<file path="src/rtl/uart_wb_loader_if.sv">
// Pipelined Wishbone write-only link between the UART loader (master) and
// port1 of the instruction/data memory (slave).
interface uart_wb_loader_if;
    logic        cyc;
    logic        stb;
    logic        we;
    logic [31:0] adr;
    logic [31:0] dat;
    logic [3:0]  sel;
    logic        ack;
    logic        stall;
    logic        err;

    modport master (
        output cyc, stb, we, adr, dat, sel,
        input  ack, stall, err
    );

    modport slave (
        input  cyc, stb, we, adr, dat, sel,
        output ack, stall, err
    );
endinterface

</file>
<file path="src/rtl/uart_wb_loader.sv">
// UART program loader: packs received bytes into little-endian words and
// writes them over Wishbone to sequential addresses; done_o releases the core.
//
// state   | meaning
// R_IDLE  | waiting for a start bit (or loading finished / disabled)
// R_START | half-bit wait, then confirm start bit is still low
// R_DATA  | sampling 8 data bits, LSB first, one per bit period
// R_STOP  | sampling the stop bit; 1 = byte valid, 0 = framing error
// B_IDLE  | no write outstanding
// B_REQ   | stb asserted, waiting for the slave to drop stall
// B_WAIT  | request accepted, waiting for ack or err
module uart_wb_loader #(
    parameter int          CLKS_PER_BIT = 868,
    parameter logic [31:0] BASE_ADDR    = 32'h0000_0000,
    parameter int          LOAD_WORDS   = 512,
    parameter int          CNT_W        = $clog2(LOAD_WORDS + 1)
) (
    input  logic             wb_clk_i,
    input  logic             wb_rst_i,
    input  logic             enable_i,
    input  logic             rx_i,
    uart_wb_loader_if.master wb,
    output logic             busy_o,
    output logic             done_o,
    output logic             frame_err_o,
    output logic             overrun_o,
    output logic             bus_err_o,
    output logic [CNT_W-1:0] word_cnt_o
);

    localparam int TMR_W = $clog2(CLKS_PER_BIT);
    localparam logic [TMR_W-1:0] TMR_FULL = TMR_W'(CLKS_PER_BIT - 1);
    localparam logic [TMR_W-1:0] TMR_HALF = TMR_W'(CLKS_PER_BIT / 2 - 1);

    typedef enum logic [1:0] {R_IDLE, R_START, R_DATA, R_STOP} rx_state_e;
    typedef enum logic [1:0] {B_IDLE, B_REQ, B_WAIT} bus_state_e;

    rx_state_e        rstate_q, rstate_d;
    bus_state_e       bstate_q, bstate_d;
    logic             rx_s1_q, rx_s2_q;
    logic [TMR_W-1:0] tmr_q, tmr_d;
    logic [2:0]       bit_q, bit_d;
    logic [7:0]       shift_q, shift_d;
    logic [1:0]       k_q, k_d;
    logic [23:0]      word_q, word_d;
    logic [31:0]      hold_q, hold_d;
    logic             pending_q, pending_d;
    logic             frame_err_q, frame_err_d;
    logic             overrun_q, overrun_d;
    logic             busy_q, busy_d;
    logic             bus_err_q, bus_err_d;
    logic [CNT_W-1:0] word_cnt_q, word_cnt_d;
    logic             byte_ok, pend_set, pend_clr, done;

    assign done = (word_cnt_q == CNT_W'(LOAD_WORDS));

    always_ff @(posedge wb_clk_i or negedge wb_rst_i) begin
        if (!wb_rst_i) begin
            rx_s1_q     <= 1'b1;
            rx_s2_q     <= 1'b1;
            rstate_q    <= R_IDLE;
            bstate_q    <= B_IDLE;
            tmr_q       <= '0;
            bit_q       <= '0;
            shift_q     <= '0;
            k_q         <= '0;
            word_q      <= '0;
            hold_q      <= '0;
            pending_q   <= 1'b0;
            frame_err_q <= 1'b0;
            overrun_q   <= 1'b0;
            busy_q      <= 1'b0;
            bus_err_q   <= 1'b0;
            word_cnt_q  <= '0;
        end else begin
            rx_s1_q     <= rx_i;
            rx_s2_q     <= rx_s1_q;
            rstate_q    <= rstate_d;
            bstate_q    <= bstate_d;
            tmr_q       <= tmr_d;
            bit_q       <= bit_d;
            shift_q     <= shift_d;
            k_q         <= k_d;
            word_q      <= word_d;
            hold_q      <= hold_d;
            pending_q   <= pending_d;
            frame_err_q <= frame_err_d;
            overrun_q   <= overrun_d;
            busy_q      <= busy_d;
            bus_err_q   <= bus_err_d;
            word_cnt_q  <= word_cnt_d;
        end
    end

    always_comb begin
        rstate_d    = rstate_q;
        tmr_d       = tmr_q;
        bit_d       = bit_q;
        shift_d     = shift_q;
        k_d         = k_q;
        word_d      = word_q;
        hold_d      = hold_q;
        frame_err_d = frame_err_q;
        overrun_d   = overrun_q;
        busy_d      = busy_q;
        byte_ok     = 1'b0;
        pend_set    = 1'b0;

        case (rstate_q)
            R_IDLE: begin
                if (!rx_s2_q && enable_i && !done) begin
                    rstate_d = R_START;
                    tmr_d    = TMR_HALF;
                    busy_d   = 1'b1;
                end
            end
            R_START: begin
                if (tmr_q == '0) begin
                    if (rx_s2_q) begin
                        rstate_d = R_IDLE;
                    end else begin
                        rstate_d = R_DATA;
                        tmr_d    = TMR_FULL;
                        bit_d    = 3'd0;
                    end
                end else begin
                    tmr_d = tmr_q - TMR_W'(1);
                end
            end
            R_DATA: begin
                if (tmr_q == '0) begin
                    shift_d = {rx_s2_q, shift_q[7:1]};
                    tmr_d   = TMR_FULL;
                    if (bit_q == 3'd7) begin
                        rstate_d = R_STOP;
                    end else begin
                        bit_d = bit_q + 3'd1;
                    end
                end else begin
                    tmr_d = tmr_q - TMR_W'(1);
                end
            end
            R_STOP: begin
                if (tmr_q == '0) begin
                    rstate_d = R_IDLE;
                    if (rx_s2_q) begin
                        byte_ok = 1'b1;
                    end else begin
                        frame_err_d = 1'b1;
                    end
                end else begin
                    tmr_d = tmr_q - TMR_W'(1);
                end
            end
            default: rstate_d = R_IDLE;
        endcase

        // The fourth byte goes straight into the holding register with the
        // three already collected; a still-pending word means it is lost.
        if (byte_ok) begin
            k_d = k_q + 2'd1;
            case (k_q)
                2'd0: word_d[7:0]   = shift_q;
                2'd1: word_d[15:8]  = shift_q;
                2'd2: word_d[23:16] = shift_q;
                default: begin
                    if (pending_q) begin
                        overrun_d = 1'b1;
                    end else begin
                        hold_d   = {shift_q, word_q};
                        pend_set = 1'b1;
                    end
                end
            endcase
        end

        if (!enable_i) begin
            rstate_d = R_IDLE;
            k_d      = 2'd0;
            word_d   = '0;
            shift_d  = '0;
        end
    end

    always_comb begin
        bstate_d   = bstate_q;
        word_cnt_d = word_cnt_q;
        bus_err_d  = bus_err_q;
        pend_clr   = 1'b0;

        case (bstate_q)
            B_IDLE: begin
                if (pending_q) bstate_d = B_REQ;
            end
            B_REQ: begin
                if (!wb.stall) bstate_d = B_WAIT;
            end
            B_WAIT: begin
                if (wb.ack || wb.err) begin
                    bstate_d   = B_IDLE;
                    pend_clr   = 1'b1;
                    word_cnt_d = word_cnt_q + CNT_W'(1);
                    if (wb.err) bus_err_d = 1'b1;
                end
            end
            default: bstate_d = B_IDLE;
        endcase

        pending_d = (pending_q && !pend_clr) || pend_set;
    end

    assign wb.cyc = (bstate_q != B_IDLE);
    assign wb.stb = (bstate_q == B_REQ);
    assign wb.we  = wb.cyc;
    assign wb.sel = wb.cyc ? 4'hF : 4'h0;
    assign wb.adr = wb.cyc ? (BASE_ADDR + (32'(word_cnt_q) << 2)) : 32'h0;
    assign wb.dat = wb.cyc ? hold_q : 32'h0;

    assign busy_o      = busy_q && !done;
    assign done_o      = done;
    assign frame_err_o = frame_err_q;
    assign overrun_o   = overrun_q;
    assign bus_err_o   = bus_err_q;
    assign word_cnt_o  = word_cnt_q;

endmodule

</file>
<file path="src/flat_wrapper.sv">
// flat-port wrapper written by rule: the top's interface ports become plain ports
module uart_wb_loader_flat 
#(
    parameter int          CLKS_PER_BIT = 868,
    parameter logic [31:0] BASE_ADDR    = 32'h0000_0000,
    parameter int          LOAD_WORDS   = 512,
    parameter int          CNT_W        = $clog2(LOAD_WORDS + 1)
)
  (wb_clk_i, wb_rst_i, enable_i, rx_i, busy_o, done_o, frame_err_o, overrun_o, bus_err_o, word_cnt_o, wb_cyc, wb_stb, wb_we, wb_adr, wb_dat, wb_sel, wb_ack, wb_stall, wb_err);
  uart_wb_loader_if wb_i ();
  input  logic wb_clk_i;
  input  logic wb_rst_i;
  input  logic enable_i;
  input  logic rx_i;
  output logic busy_o;
  output logic done_o;
  output logic frame_err_o;
  output logic overrun_o;
  output logic bus_err_o;
  output logic [CNT_W-1:0] word_cnt_o;
  output wire logic [$bits(wb_i.cyc)-1:0] wb_cyc;
  output wire logic [$bits(wb_i.stb)-1:0] wb_stb;
  output wire logic [$bits(wb_i.we)-1:0] wb_we;
  output wire logic [$bits(wb_i.adr)-1:0] wb_adr;
  output wire logic [$bits(wb_i.dat)-1:0] wb_dat;
  output wire logic [$bits(wb_i.sel)-1:0] wb_sel;
  input wire logic [$bits(wb_i.ack)-1:0] wb_ack;
  input wire logic [$bits(wb_i.stall)-1:0] wb_stall;
  input wire logic [$bits(wb_i.err)-1:0] wb_err;
  assign wb_cyc = wb_i.cyc;
  assign wb_stb = wb_i.stb;
  assign wb_we = wb_i.we;
  assign wb_adr = wb_i.adr;
  assign wb_dat = wb_i.dat;
  assign wb_sel = wb_i.sel;
  assign wb_i.ack = wb_ack;
  assign wb_i.stall = wb_stall;
  assign wb_i.err = wb_err;
  uart_wb_loader #(.CLKS_PER_BIT(CLKS_PER_BIT), .BASE_ADDR(BASE_ADDR), .LOAD_WORDS(LOAD_WORDS), .CNT_W(CNT_W)) u_core (.wb_clk_i(wb_clk_i), .wb_rst_i(wb_rst_i), .enable_i(enable_i), .rx_i(rx_i), .wb(wb_i), .busy_o(busy_o), .done_o(done_o), .frame_err_o(frame_err_o), .overrun_o(overrun_o), .bus_err_o(bus_err_o), .word_cnt_o(word_cnt_o));
endmodule
</file>
<file path="config.mk">
export PLATFORM = sky130hd
export DESIGN_NAME = uart_wb_loader_flat
export DESIGN_NICKNAME = d
export VERILOG_FILES = /design/src/rtl/uart_wb_loader_if.sv /design/src/rtl/uart_wb_loader.sv /design/src/flat_wrapper.sv
export SDC_FILE = /design/constraint.sdc
export NUM_CORES = 1
export LEC_CHECK = 0
export CAP_MARGIN = 20
export CORE_MARGIN = 2
export CORE_UTILIZATION = 47
export DETAILED_ROUTE_END_ITERATION = 16
export HOLD_SLACK_MARGIN = 0.06
export MAX_ROUTING_LAYER = met4
export PLACE_DENSITY = 0.82
export SLEW_MARGIN = 0
export SYNTH_ARGS = -nofsm -noshare
export SYNTH_HDL_FRONTEND = slang
export SYNTH_SLANG_ARGS = --single-unit
</file>
<file path="constraint.sdc">
create_clock -name wb_clk_i -period 4.5 [get_ports wb_clk_i]
set_clock_uncertainty 0.1 [all_clocks]
set_input_delay 0.675 -clock wb_clk_i [delete_from_list [all_inputs] [get_ports wb_clk_i]]
set_output_delay 0.675 -clock wb_clk_i [all_outputs]
set_load 0.1 [all_outputs]
</file>
==> metrics.md <==
| Metric | Value |
|---|---|
| Final Hold Viols | `0` |
| HP Class | `reg -> reg` |
| Die ar. | `between 10000 and 15000 sq um` |
| Final Net Count | `559` |
| Setup violations, final | `0` |
| Die Ht | `about 110 um` |
| Max FO, Critical Path | `7` |
| Critical Path RT | `between 3 and 4 ns` |
| Final ANT Viol Nets | `0` |
| CTS Buf Count | `9` |
| Clock Pin Slew Worst Setup and Hold Paths | `about 0.10 ns` |
| # Post-CTS Setup Buffers | `0` |
| Initial drt markers | `around 160` |
| Cell Pwr Density | `442 nW/um^2` |
| Crit path launch type | `flop` |
| CTS tree | `done` |
| H-tree levels | `3` |
| First-pass GRT wire length | `16600 um` |
| Post-layout minimum cycle time | `approximately 3.8 ns` |
| DIE WIDTH | `~110 um` |
| Total Neg Setup Slack | `0 ns` |
| # diodes | `0` |
| CP endpoint kind | `primary output` |
| Core Region | `between 10000 and 15000 sq um` |
| DP HPWL | `just under 7000 um` |
| Area growth from synthesis to layout | `16.4%` |
| RSZ-0062 raised after global routing | `false` |
| Upper clock frequency limit | `0.265 GHz` |
| Status | `completed` |
| Yosys Warn Count | `0` |
| Initial antenna violation count | `0` |
| Synthesized flop and latch total | `100` |
| Clock buffer depth | `2` |
| Worst slew pin tran | `between 0.9 and 1 ns` |
| Drt first pass iters | `4` |
| Post-synthesis cell area | `5070 sq um` |
| Leak pwr | `~2.7 nW` |
| I/O Buffers | `70` |
| Clock tree sinks | `100` |
| Via/cell ratio | `5.29` |
| Row count | `37` |
| Initial core utilization | `0.487` |
| Layout cells sized above 1 | `0.122` |
| Hold_buf cts | `0` |
| Synth async-reset ratio | `1.00` |
| Root Buffer Master | `clkbuf_8` |
| Post-cts sizing count | `0` |
| Max_cap viols | `0` |
| Max-slew violation count | `0` |
| Routed length per instance | `14.5 um` |
| Slew margin rel. | `0.336` |
| Unique masters post-synth | `49` |
| Clk_lat worst skew | `between 0.3 and 0.4 ns` |
| Seq/Total Area, Yosys | `0.494` |
| DR DRC count | `0` |
| Maximum VDD drop | `approximately 0.43 mV` |
| CP arrival | `3.00 ns` |
| Top FF cell, synth | `dfrtp_1` |
| WHS | `between 0.2 and 0.3 ns` |
| Largest net degree at the start of global routing | `69` |
| Most frequent cells in the layout | `98 x dfrtp_1, 68 x clkdlybuf4s50_1, 46 x nand2_1` |
| Final Cycle Share | `0.838` |
| Critical path class | `reg -> out` |
| All-Layer GR Usage | `0.186` |
| Remaining Overflow, GRT | `0` |
| Total wire length | `9820 um` |
| Commonest non-fill, non-tap cell in the layout | `dfrtp_1` |
| Post-synth EDFFs | `0` |
| Vias in the first global route | `between 3000 and 4000` |
| Syn Inst Count | `around 480` |
| Overall via count from detail_route | `3591` |
| Ports | `a little over 90` |
| Syn avg cell area | `10.5 sq um` |
| GP Congestion | `~0.90` |
-- through the flow --
stage	worst slack, ns	std cells	utilization	instance area, sq um	total power, mW
detailed placement	1.14	664	0.550	5720	2.09
floorplan	1.27	504	-	5150	1.91
global placement	1.18	664	0.550	5720	2.08
CTS	0.717	679	0.567	5900	2.63
finish	0.730	679	0.567	5900	2.61
global route	0.648	679	0.567	5900	2.74
-- layout make-up --
class	count	area [sq um]
fill	891	4510
sequential	100	2500
multi-input combinational	337	2260
timing repair buffer	73	718
tap	136	170
clock buffer	9	124
inverter	18	67.6
clock inverter	6	55.1
-- synth_stat cells (all sizes together), types with 4 or more instances --
cell / instances / share of area
dfrtp: 98 / 0.48
nand2: 46 / 0.034
a21oi: 44 / 0.043
nor2b: 42 / 0.052
buf: 35 / 0.053
nand3: 35 / 0.035
mux2: 34 / 0.097
nor2: 22 / 0.016
inv: 17 / 0.013
clkbuf: 14 / 0.010
ha: 13 / 0.032
o21ai: 10 / 0.0099
xnor2: 9 / 0.016
nand4: 6 / 0.0074
nor3: 5 / 0.0049
a22o: 4 / 0.0069
or3: 4 / 0.0049
-- metal layers --
metal | share of wire | GRT usage | routed length [um] | vias to the layer above
met5 | 0 | - | 0 | -
met4 | 0.012 | 0.0458 | 114 | 0
met3 | 0.057 | 0.0484 | 558 | 14
met2 | 0.48 | 0.290 | 4680 | 121
met1 | 0.46 | 0.243 | 4470 | 1738
li1 | - | - | - | 1718
-- state kept, by name, summed over array words and instances (netlist names), 3 cells and up --
| name | flops |
|---|---|
| u_core.bit_q | 3 |
| u_core.hold_q | 32 |
| u_core.shift_q | 8 |
| u_core.tmr_q | 10 |
| u_core.word_cnt_o | 10 |
| u_core.word_q | 24 |
-- critical path, cell delays in order, from the launching register on --
cell	delay [ns]
dfrtp_1	0.47
or4_1	0.61
or3_1	0.41
and2_1	0.18
clkdlybuf4s50_1	0.96
-- cells by family (layout without fill, tap and decap cells) --
| family | after synthesis | in the layout | synth area share |
|---|---|---|---|
| fa+ha+maj | 13 | 13 | 0.0321 |
| other cells | 1 | 22 | 0.000739 |
| buf+inv | 67 | 106 | 0.0762 |
| compound gates | 78 | 78 | 0.0942 |
| flops | 100 | 100 | 0.494 |
| mux | 37 | 37 | 0.103 |
| xor+xnor | 10 | 10 | 0.0173 |
| simple gates | 177 | 177 | 0.183 |
-- path summary, 6_finish.rpt --
path,startpoint,endpoint,slack [ns],cells past startpoint
max,u_core.word_cnt_o[5]$_DFFE_PN0P_,busy_o,0.73,4
min,u_core.rx_s1_q$_DFF_PN1_,u_core.rx_s2_q$_DFF_PN1_,0.26,0
max reg2reg,u_core.tmr_q[0]$_DFFE_PN0P_,u_core.hold_q[23]$_DFFE_PN0P_,1.31,7
min reg2reg,u_core.rx_s1_q$_DFF_PN1_,u_core.rx_s2_q$_DFF_PN1_,0.26,0
max in group asynchronous,wb_rst_i,u_core.rx_s1_q$_DFF_PN1_,3.03,2
min in group asynchronous,wb_rst_i,u_core.hold_q[12]$_DFFE_PN0P_,0.29,1
-- power breakdown --
part / total [mW] / switching [mW] / internal (mW)
sequential: 1.02 / 0.0661 / 0.954
combinational: 1.05 / 0.820 / 0.234
clock: 0.533 / 0.323 / 0.210
total: 2.61 / 1.21 / 1.40
Power figures use the tool's default switching activity.
